**src/rtl/mmio_timer.sv**
```systemverilog
// Memory-mapped timer/compare peripheral: prescaled 32-bit up-counter with
// compare match (auto-reload or one-shot), overflow flag and level interrupt.
module mmio_timer #(
  parameter logic [31:0] BASE_ADDR  = 32'h0000_1000,
  parameter int          PRESCALE_W = 16
) (
  input  logic        clk,
  input  logic        reset,
  input  logic        MemWrite,
  input  logic [31:0] Address,
  input  logic [31:0] WriteData,
  output logic [31:0] ReadData,
  output logic        Hit,
  output logic        irq
);

  typedef enum logic {
    IDLE = 1'b0,
    RUN  = 1'b1
  } state_t;

  localparam logic [3:0] SEL_CTRL     = 4'b1_000;
  localparam logic [3:0] SEL_COUNT    = 4'b1_001;
  localparam logic [3:0] SEL_COMPARE  = 4'b1_010;
  localparam logic [3:0] SEL_STATUS   = 4'b1_011;
  localparam logic [3:0] SEL_PRESCALE = 4'b1_100;

  logic [2:0]            ctrl_r,     ctrl_n_s;
  logic [31:0]           count_r,    count_n_s;
  logic [31:0]           compare_r,  compare_n_s;
  logic [1:0]            status_r,   status_n_s;
  logic [PRESCALE_W-1:0] prescale_r, prescale_n_s;
  logic [PRESCALE_W-1:0] pre_r,      pre_n_s;

  state_t     state_s;
  logic       hit_s;
  logic [3:0] wsel_s;
  logic [3:0] rsel_s;
  logic       tick_s;
  logic [1:0] set_s;
  logic       count_wr_s;
  logic       unused_s;

  assign hit_s      = (Address[31:5] == BASE_ADDR[31:5]);
  assign wsel_s     = {MemWrite & hit_s, Address[4:2]};
  assign rsel_s     = {hit_s, Address[4:2]};
  assign count_wr_s = (wsel_s == SEL_COUNT);
  assign unused_s   = ^Address[1:0];

  // The run/idle state is exactly the enable bit of CTRL.
  always_comb begin
    state_s = ctrl_r[0] ? RUN : IDLE;
  end

  // Next-state: prescaler tick, count/match/overflow, then CPU writes on top.
  always_comb begin
    ctrl_n_s     = ctrl_r;
    count_n_s    = count_r;
    compare_n_s  = compare_r;
    status_n_s   = status_r;
    prescale_n_s = prescale_r;
    pre_n_s      = pre_r;
    tick_s       = 1'b0;
    set_s        = 2'b00;

    case (state_s)
      RUN: begin
        if (pre_r == prescale_r) begin
          tick_s  = 1'b1;
          pre_n_s = {PRESCALE_W{1'b0}};
        end else begin
          tick_s  = 1'b0;
          pre_n_s = pre_r + {{(PRESCALE_W-1){1'b0}}, 1'b1};
        end
      end
      default: begin
        tick_s  = 1'b0;
        pre_n_s = pre_r;
      end
    endcase

    // A CPU write to COUNT suppresses this cycle's match/overflow evaluation.
    if (tick_s && !count_wr_s) begin
      if (count_r == compare_r) begin
        set_s[0] = 1'b1;
        if (ctrl_r[1]) begin
          count_n_s = 32'd0;
        end else begin
          ctrl_n_s[0] = 1'b0;
        end
      end else begin
        count_n_s = count_r + 32'd1;
        set_s[1]  = (count_r == 32'hFFFF_FFFF);
      end
    end else begin
      set_s = 2'b00;
    end

    case (wsel_s)
      SEL_CTRL: begin
        ctrl_n_s = WriteData[2:0];
        pre_n_s  = WriteData[0] ? pre_n_s : {PRESCALE_W{1'b0}};
      end
      SEL_COUNT:    count_n_s    = WriteData;
      SEL_COMPARE:  compare_n_s  = WriteData;
      SEL_STATUS:   status_n_s   = status_r & ~WriteData[1:0];
      SEL_PRESCALE: prescale_n_s = WriteData[PRESCALE_W-1:0];
      default: ;
    endcase

    // Hardware set beats a same-cycle software clear.
    status_n_s = status_n_s | set_s;
  end

  // Register file update with synchronous reset.
  always_ff @(posedge clk) begin
    if (reset) begin
      ctrl_r     <= 3'b000;
      count_r    <= 32'd0;
      compare_r  <= 32'hFFFF_FFFF;
      status_r   <= 2'b00;
      prescale_r <= {PRESCALE_W{1'b0}};
      pre_r      <= {PRESCALE_W{1'b0}};
    end else begin
      ctrl_r     <= ctrl_n_s;
      count_r    <= count_n_s;
      compare_r  <= compare_n_s;
      status_r   <= status_n_s;
      prescale_r <= prescale_n_s;
      pre_r      <= pre_n_s;
    end
  end

  // Zero-latency read decode; anything outside the window reads 0.
  always_comb begin
    ReadData = 32'd0;
    case (rsel_s)
      SEL_CTRL:     ReadData = {29'd0, ctrl_r};
      SEL_COUNT:    ReadData = count_r;
      SEL_COMPARE:  ReadData = compare_r;
      SEL_STATUS:   ReadData = {30'd0, status_r};
      SEL_PRESCALE: ReadData = {{(32-PRESCALE_W){1'b0}}, prescale_r};
      default:      ReadData = 32'd0;
    endcase
  end

  assign Hit = hit_s;
  assign irq = status_r[0] & ctrl_r[2];

endmodule

```
**config.mk**
```make
export PLATFORM = sky130hd
export DESIGN_NAME = mmio_timer
export DESIGN_NICKNAME = d
export VERILOG_FILES = /design/src/rtl/mmio_timer.sv
export SDC_FILE = /design/constraint.sdc
export NUM_CORES = 1
export LEC_CHECK = 0
export CORE_ASPECT_RATIO = 0.8
export CORE_MARGIN = 2
export CORE_UTILIZATION = 30
export DETAILED_ROUTE_END_ITERATION = 10
export GPL_TIMING_DRIVEN = 0
export SYNTH_ARGS = -nofsm -noshare
export SYNTH_HDL_FRONTEND = slang
export SYNTH_SLANG_ARGS = --single-unit
```
**constraint.sdc**
```tcl
create_clock -name clk -period 2.45 [get_ports clk]
set_clock_uncertainty 0.05 [all_clocks]
set_input_delay 0.245 -clock clk [delete_from_list [all_inputs] [get_ports clk]]
set_output_delay 0.245 -clock clk [all_outputs]
set_load 0.01 [all_outputs]
```
==> results of run 1 <==
final cells by class:
| cell class | instances | area [µm²] |
|---|---|---|
| Buffer | 42 | 278 |
| Clock buffer | 12 | 256 |
| Clock inverter | 4 | 22.5 |
| Fill cell | 1922 | 10900 |
| Inverter | 25 | 93.8 |
| Multi-Input combinational cell | 567 | 3910 |
| Sequential cell | 101 | 2070 |
| Tap cell | 258 | 323 |
| Timing Repair Buffer | 157 | 1260 |
worst max-delay path, stage by stage:
cell and delay (ns):
buf_6 0.10, nor4_4 0.30, nand3_2 0.16, nor3_4 0.19, buf_6 0.14, nand2b_4 0.06, nor3b_4 0.25, buf_6 0.15
buf_6 0.09, buf_6 0.12, a222oi_1 0.13, inv_1 0.08, buf_2 0.13
worst paths after layout:
kind | from | end | slack (ns) | cells after the start
setup reg to reg | prescale_r[11] | count_r[28] | -0.003 | 10
hold / removal | status_r[1] | status_r[1] | 0.42 | 2
hold reg to reg | status_r[1] | status_r[1] | 0.42 | 2
setup / recovery | Address[29] | ReadData[8] | -0.003 | 13
layout by cell type (no fill, tap or decap), types with 10 or more instances in the layout:
master,instances
nor4_2,11
and3_1,11
a21o_1,10
dfxtp_2,26
buf_6,24
nand4_1,20
buf_2,46
nand3b_1,32
dfxtp_1,72
clkdlybuf4s50_1,38
buf_4,52
nor3_1,13
inv_1,25
a22o_1,16
a222oi_1,13
a21oi_1,26
nor2_1,39
clkbuf_1,17
o21ai_0,20
nand2_1,130
xnor2_1,13
xor2_1,43
nand3_1,48
flip-flops by register name, indices dropped and copies added, names as in the netlist:
name and count:
count_r 32, prescale_r 16, pre_r 16, status_r 2, compare_r 32, ctrl_r 3
kinds of logic after synthesis:
kind of cell / synth area share [%]
AND/OR/NAND/NOR: 32.2
XOR/XNOR: 9.79
multiplexers: 1.53
AO/OA/AOI/OAI: 16.4
buffers and inverters: 5.38
adder cells (fa/ha/maj): 0.424
flip-flops: 34.3
report_power, final:
group / switching (mW) / internal (mW) / total (mW)
clock: 0.650 / 0.741 / 1.39
sequential: 0.00000000241 / 1.64 / 1.64
combinational: 0.112 / 0.119 / 0.231
routing by layer:
layer	vias to the layer above	global-route usage (%)	wire [µm]
met5	-	0	0
met4	0	5.57	276
li1	2966	-	-
met3	20	4.64	2030
met2	305	31.0	9380
met1	2985	31.3	10500
timing repair:
item	in CTS	in global routing
gates cloned	1	0
hold endpoints to repair	0	0
buffers inserted	54	8
resized for setup	258	99
endpoints found under the setup margin	116	76
pin swaps	31	35
==> run metrics, run 1 <==
Chip Width 161 µm; layout overhead on the synthesized area 39.1%; Starting Density 30.8%; global-route usage over all layers 21.1%; area after detailed placement 7190 µm²; Synth Warn # 0; routed length per placed instance around 19 µm; actual slew at the worst max-slew pin 0.888 ns; standard-cell row count 45; maximum number of pins on one net before global-route repair 16; critical path startpoint category input port; fraction of layout cells with a size suffix above 1 26.5%; Synth async-reset ratio 0%; filler-free cell count of the finished design 1166; critical path data arrival time 2.16 ns; outcome finished, violations left; commonest cells in the netlist 131 x nand2_1, 101 x dfxtp_1, 52 x nand3_1; leading post-synthesis cells by cell area dfxtp_1 34%, nand2_1 8.3%, xor2_1 6.5%, nand3_1 4.4%, nand3b_1 4.1%; largest fanout on the critical path 8; number of buffers inserted by hold repair at cts 0; Pwr per Cell Area 397 nW/µm²; number of max-cap violations 0; number of antenna violations at the first check in global routing 0; RSZ-0062 raised after global routing true; worst vdd rail ir drop ~0.33 mV; total power after layout 3.26 mW; root buffer selected by CTS clkbuf_16; net count of the finished layout 972; total overflow reported by the global router 0; Ant. Diodes 0; deepest clock path buffer count 2; FMAX ~410 MHz; Yosys cell types 61; violated checks setup timing; Layout Cell Area excl Fill roughly 8000 µm²; synthesized area 5900 µm²; area enclosed by the die boundary 20800 µm²; H-Tree Depth 3; total nets after synthesis about 810; number of flip-flops and latches in the synthesized netlist 101; number of buffers created by CTS 9; largest area contributor in the netlist dfxtp_1; detailed-route vias per instance 5.38; Slew Viols, Final 0; critical path class input port to output pin; Hold Fails Final Rpt 0; Hold Slack approximately 0.42 ns; clock period minus final worst setup slack 2.45 ns; most used flip-flop cell after synthesis dfxtp_1; half-perimeter wire length after detailed placement 15800 µm; final wirelength 22200 µm; final worst-path cycle share 100%; number of standard cells after synthesis approximately 740; Max-Slew Margin vs Limit roughly two fifths; area inside the core boundary ~19000 µm²; # setup viols final 1; first-iteration detailed-routing DRC count roughly 640; number of buffers inserted by port buffering 96; leakage power between 3 and 4 nW; area fraction of the dominant cell type after synthesis 34.3%; final standard cell utilization of the core 42.9%; clock edge transition at the registers on the reported setup and hold paths 0.07 ns; remaining antenna violation count 0; capturing element type of the critical path output pin; Worst Setup Slack, final -0.00283 ns; count of unresolved DRC violations after routing 0; height of the die 129 µm; # placed instances 1098; share of the yosys chip area belonging to registers 34.3%; global placement routability congestion 0.943; top-level port count a little over 100; total number of vias approximately 6300; number of global-route vias before repair around 5800; worst setup slack before clock tree synthesis -1.41 ns; first-pass GRT wire length around 34000 µm; clock tree from TritonCTS yes; Sinks on Clock Net 101; post-synthesis average cell area 7.93 µm²; Final TNS setup -0.00283 ns; Post-synth EDFFs 0; number of iterations in the first detailed-routing pass 5; Skew-Pair Late Insertion Delay 0.35 ns; classification of the worst-slack hold path flip-flop to flip-flop; data required time of the critical path 2.15 ns; most common cell in the netlist nand2_1
Power figures use the tool's default switching activity.
==> run 2: changes to the inputs <==
ABC_CLOCK_PERIOD_IN_PS = 2450   (was default)
PLACE_DENSITY = 0.52   (was default)
==> run 2 against run 1 <==
  * The run still ends with setup timing left
  * Hold slack better by 0.0052 ns
  * Power up 9.2%
  * Critical endpoint is now count_r[28]
  * Final cell count down 1.7%
  * Highest routed layer unchanged
  * Sequential power about the same
  * Sequential share of layout area down 0.43 points
==> run metrics, run 2 (same netlist as run 1, synthesis figures left out) <==
area after detailed placement 7190 µm² (unchanged); Pwr per Cell Area 426 nW/µm² (+7.2%); count of unresolved DRC violations after routing 0 (unchanged); Top Registers compare_r x32, count_r x32; Sinks on Clock Net 101 (unchanged); clock edge transition at the registers on the reported setup and hold paths 0.07 ns (about the same); first-pass GRT wire length 34300 µm (+1.1%); area inside the core boundary 19100 µm² (unchanged); number of max-cap violations 0 (unchanged); routed length per placed instance 19.8 µm (+4.1%); Hold Fails Final Rpt 0 (unchanged); Hold Crit Endpoint status_r[1]; Max-Slew Margin vs Limit 55.7% (+15 points); global placement routability congestion 0.882 (-6.5%); FMAX 401 MHz (-1.5%); Chip Width 161 µm (unchanged); deepest clock path buffer count 2 (unchanged); standard-cell row count 45 (unchanged); most used cells in the layout excluding fill and tap cells 129 x nand2_1, 72 x dfxtp_1, 50 x nand3_1, 43 x xor2_1, 42 x buf_2; Slew Viols, Final 0 (unchanged); clock period minus final worst setup slack 2.49 ns (+0.0380 ns); layout overhead on the synthesized area 41.7%; final wirelength 22700 µm (+2.3%); register-to-register path setup slack -0.04 ns (-0.04 ns); largest fanout on the critical path 5 (-3); net count of the finished layout 952 (-2.1%); total overflow reported by the global router 0 (unchanged); detailed-route vias per instance 5.38 (-0.14%); area enclosed by the die boundary 20800 µm² (unchanged); H-Tree Depth 3 (unchanged); total number of vias 6160 (-1.8%); critical path data arrival time 2.75 ns (+0.59 ns); number of buffers created by CTS 9 (unchanged); Skew-Pair Late Insertion Delay 0.36 ns (about the same); first-iteration detailed-routing DRC count 635 (-0.47%); Final TNS setup -0.295 ns (-0.292 ns); commonest non-fill, non-tap cell in the layout nand2_1; Layout Cell Area excl Fill 8360 µm² (+1.8%); startpoint of the worst hold path status_r[1]; final standard cell utilization of the core 43.7% (+0.79 points); number of global-route vias before repair 5751 (-0.76%); root buffer selected by CTS clkbuf_16; violated checks setup timing; clock tree from TritonCTS yes; top-level port count 101 (unchanged); critical path class flip-flop to flip-flop; outcome finished, violations left; capturing element type of the critical path flip-flop; worst vdd rail ir drop 0.336 mV (+2.6%); half-perimeter wire length after detailed placement 16200 µm (+2.8%); actual slew at the worst max-slew pin 0.665 ns (-0.223 ns); fraction of layout cells with a size suffix above 1 25.5% (-1.1 points); number of antenna violations at the first check in global routing 0 (unchanged); critical path startpoint category flip-flop; Hold Path Cell Cnt 2 (unchanged); final worst-path cycle share 102% (+1.6 points); remaining antenna violation count 0 (unchanged); maximum number of pins on one net before global-route repair 17 (+1); global-route usage over all layers 21.6% (+0.49 points); # setup viols final 14 (+13); depth of the worst register-to-register path 10 (unchanged); Worst Setup Slack, final -0.0408 ns (-0.0380 ns); reg-to-reg endpoint count_r[28]; reg2reg start pre_r[12]; Worst setup startpoint pre_r[12]; height of the die 129 µm (unchanged); number of buffers inserted by port buffering 96 (unchanged); RSZ-0062 raised after global routing true; leakage power 3.57 nW (about the same); number of buffers inserted by hold repair at cts 0 (unchanged); Starting Density 30.8% (unchanged); number of iterations in the first detailed-routing pass 6 (+1); classification of the worst-slack hold path flip-flop to flip-flop; Ant. Diodes 0 (unchanged); data required time of the critical path 2.71 ns (+0.56 ns)
[run 2: changes by cell type in the layout (fill, tap and decap cells not counted), sizes merged]
cell	change
clkbuf	-1
dlygate4sd2	+2
clkinvlp	+1
bufinv	+3
clkinv	-2
clkdlybuf4s15	+2
buf	-26
clkdlybuf4s50	-1
dlymetal6s2s	+2
[run 2: final cells by class]
cell class	instances	area [µm²]
fillers	2000	10800
plain buffers	44	349
multi-input cells	567	4010
well taps	258	323
repair buffers	135	1170
flip-flops and latches	101	2070
clock buffers	10	239
inverters	25	93.8
clock inverters	6	110
[run 2: layer usage]
| layer | routed length [µm] | global-route usage (%) |
|---|---|---|
| met5 | 0 | 0 |
| met1 | 11200 | 31.7 |
| met4 | 509 | 5.78 |
| met3 | 1740 | 5.63 |
| met2 | 9280 | 31.3 |
[run 2: how the worst max path moves through the flow]
stage | cells after the start | slack (ns) | endpoint
final | 10 | -0.04 | count_r[28]
after global routing | 10 | -0.16 | count_r[28]
after CTS | 12 | 0.002 | ReadData[8]
after detailed placement | 10 | -1.51 | ReadData[10]
after global placement | 10 | -1.44 | ReadData[4]
after floorplan | 8 | 0.14 | ReadData[16]
[run 2: worst max-delay path, cell delays in order, from the launching register on]
cell and delay, ns:
dfxtp_4 0.36, xnor2_2 0.16, nand4_1 0.24, nor4_4 0.33
buf_4 0.19, nor4b_4 0.33, buf_4 0.22, nand2_8 0.08
buf_12 0.15, o41ai_4 0.20, a21o_1 0.11
[run 2: timing repair]
action / CTS / global route
pin swaps: 31 / 56
buffers inserted: 27 / 11
cloned: 2 / 2
setup endpoints to repair: 116 / 82
gates resized for setup: 254 / 133
hold endpoints to repair: 0 / 0
[run 2: report_power, final]
| group | internal [mW] | total, mW | switching, mW | leakage, nW |
|---|---|---|---|---|
| sequential | 1.64 | 1.64 | 0.00000000249 | 0.831 |
| combinational | 0.108 | 0.216 | 0.108 | 2.57 |
| clock | 1.03 | 1.71 | 0.682 | 0.165 |
[run 2: through the flow]
stage | power [mW] | instances | hold WS, ns | setup slack (ns)
final | 3.56 | 1146 | 0.422 | -0.0408
after global routing | 3.67 | 1146 | 0.453 | -0.165
after CTS | 3.58 | 1137 | 0.420 | 0.00181
after detailed placement | 1.89 | 1098 | 0.403 | -1.51
after global placement | 1.89 | 1098 | 0.403 | -1.44
after floorplan | 1.74 | 744 | 0.304 | 0.141
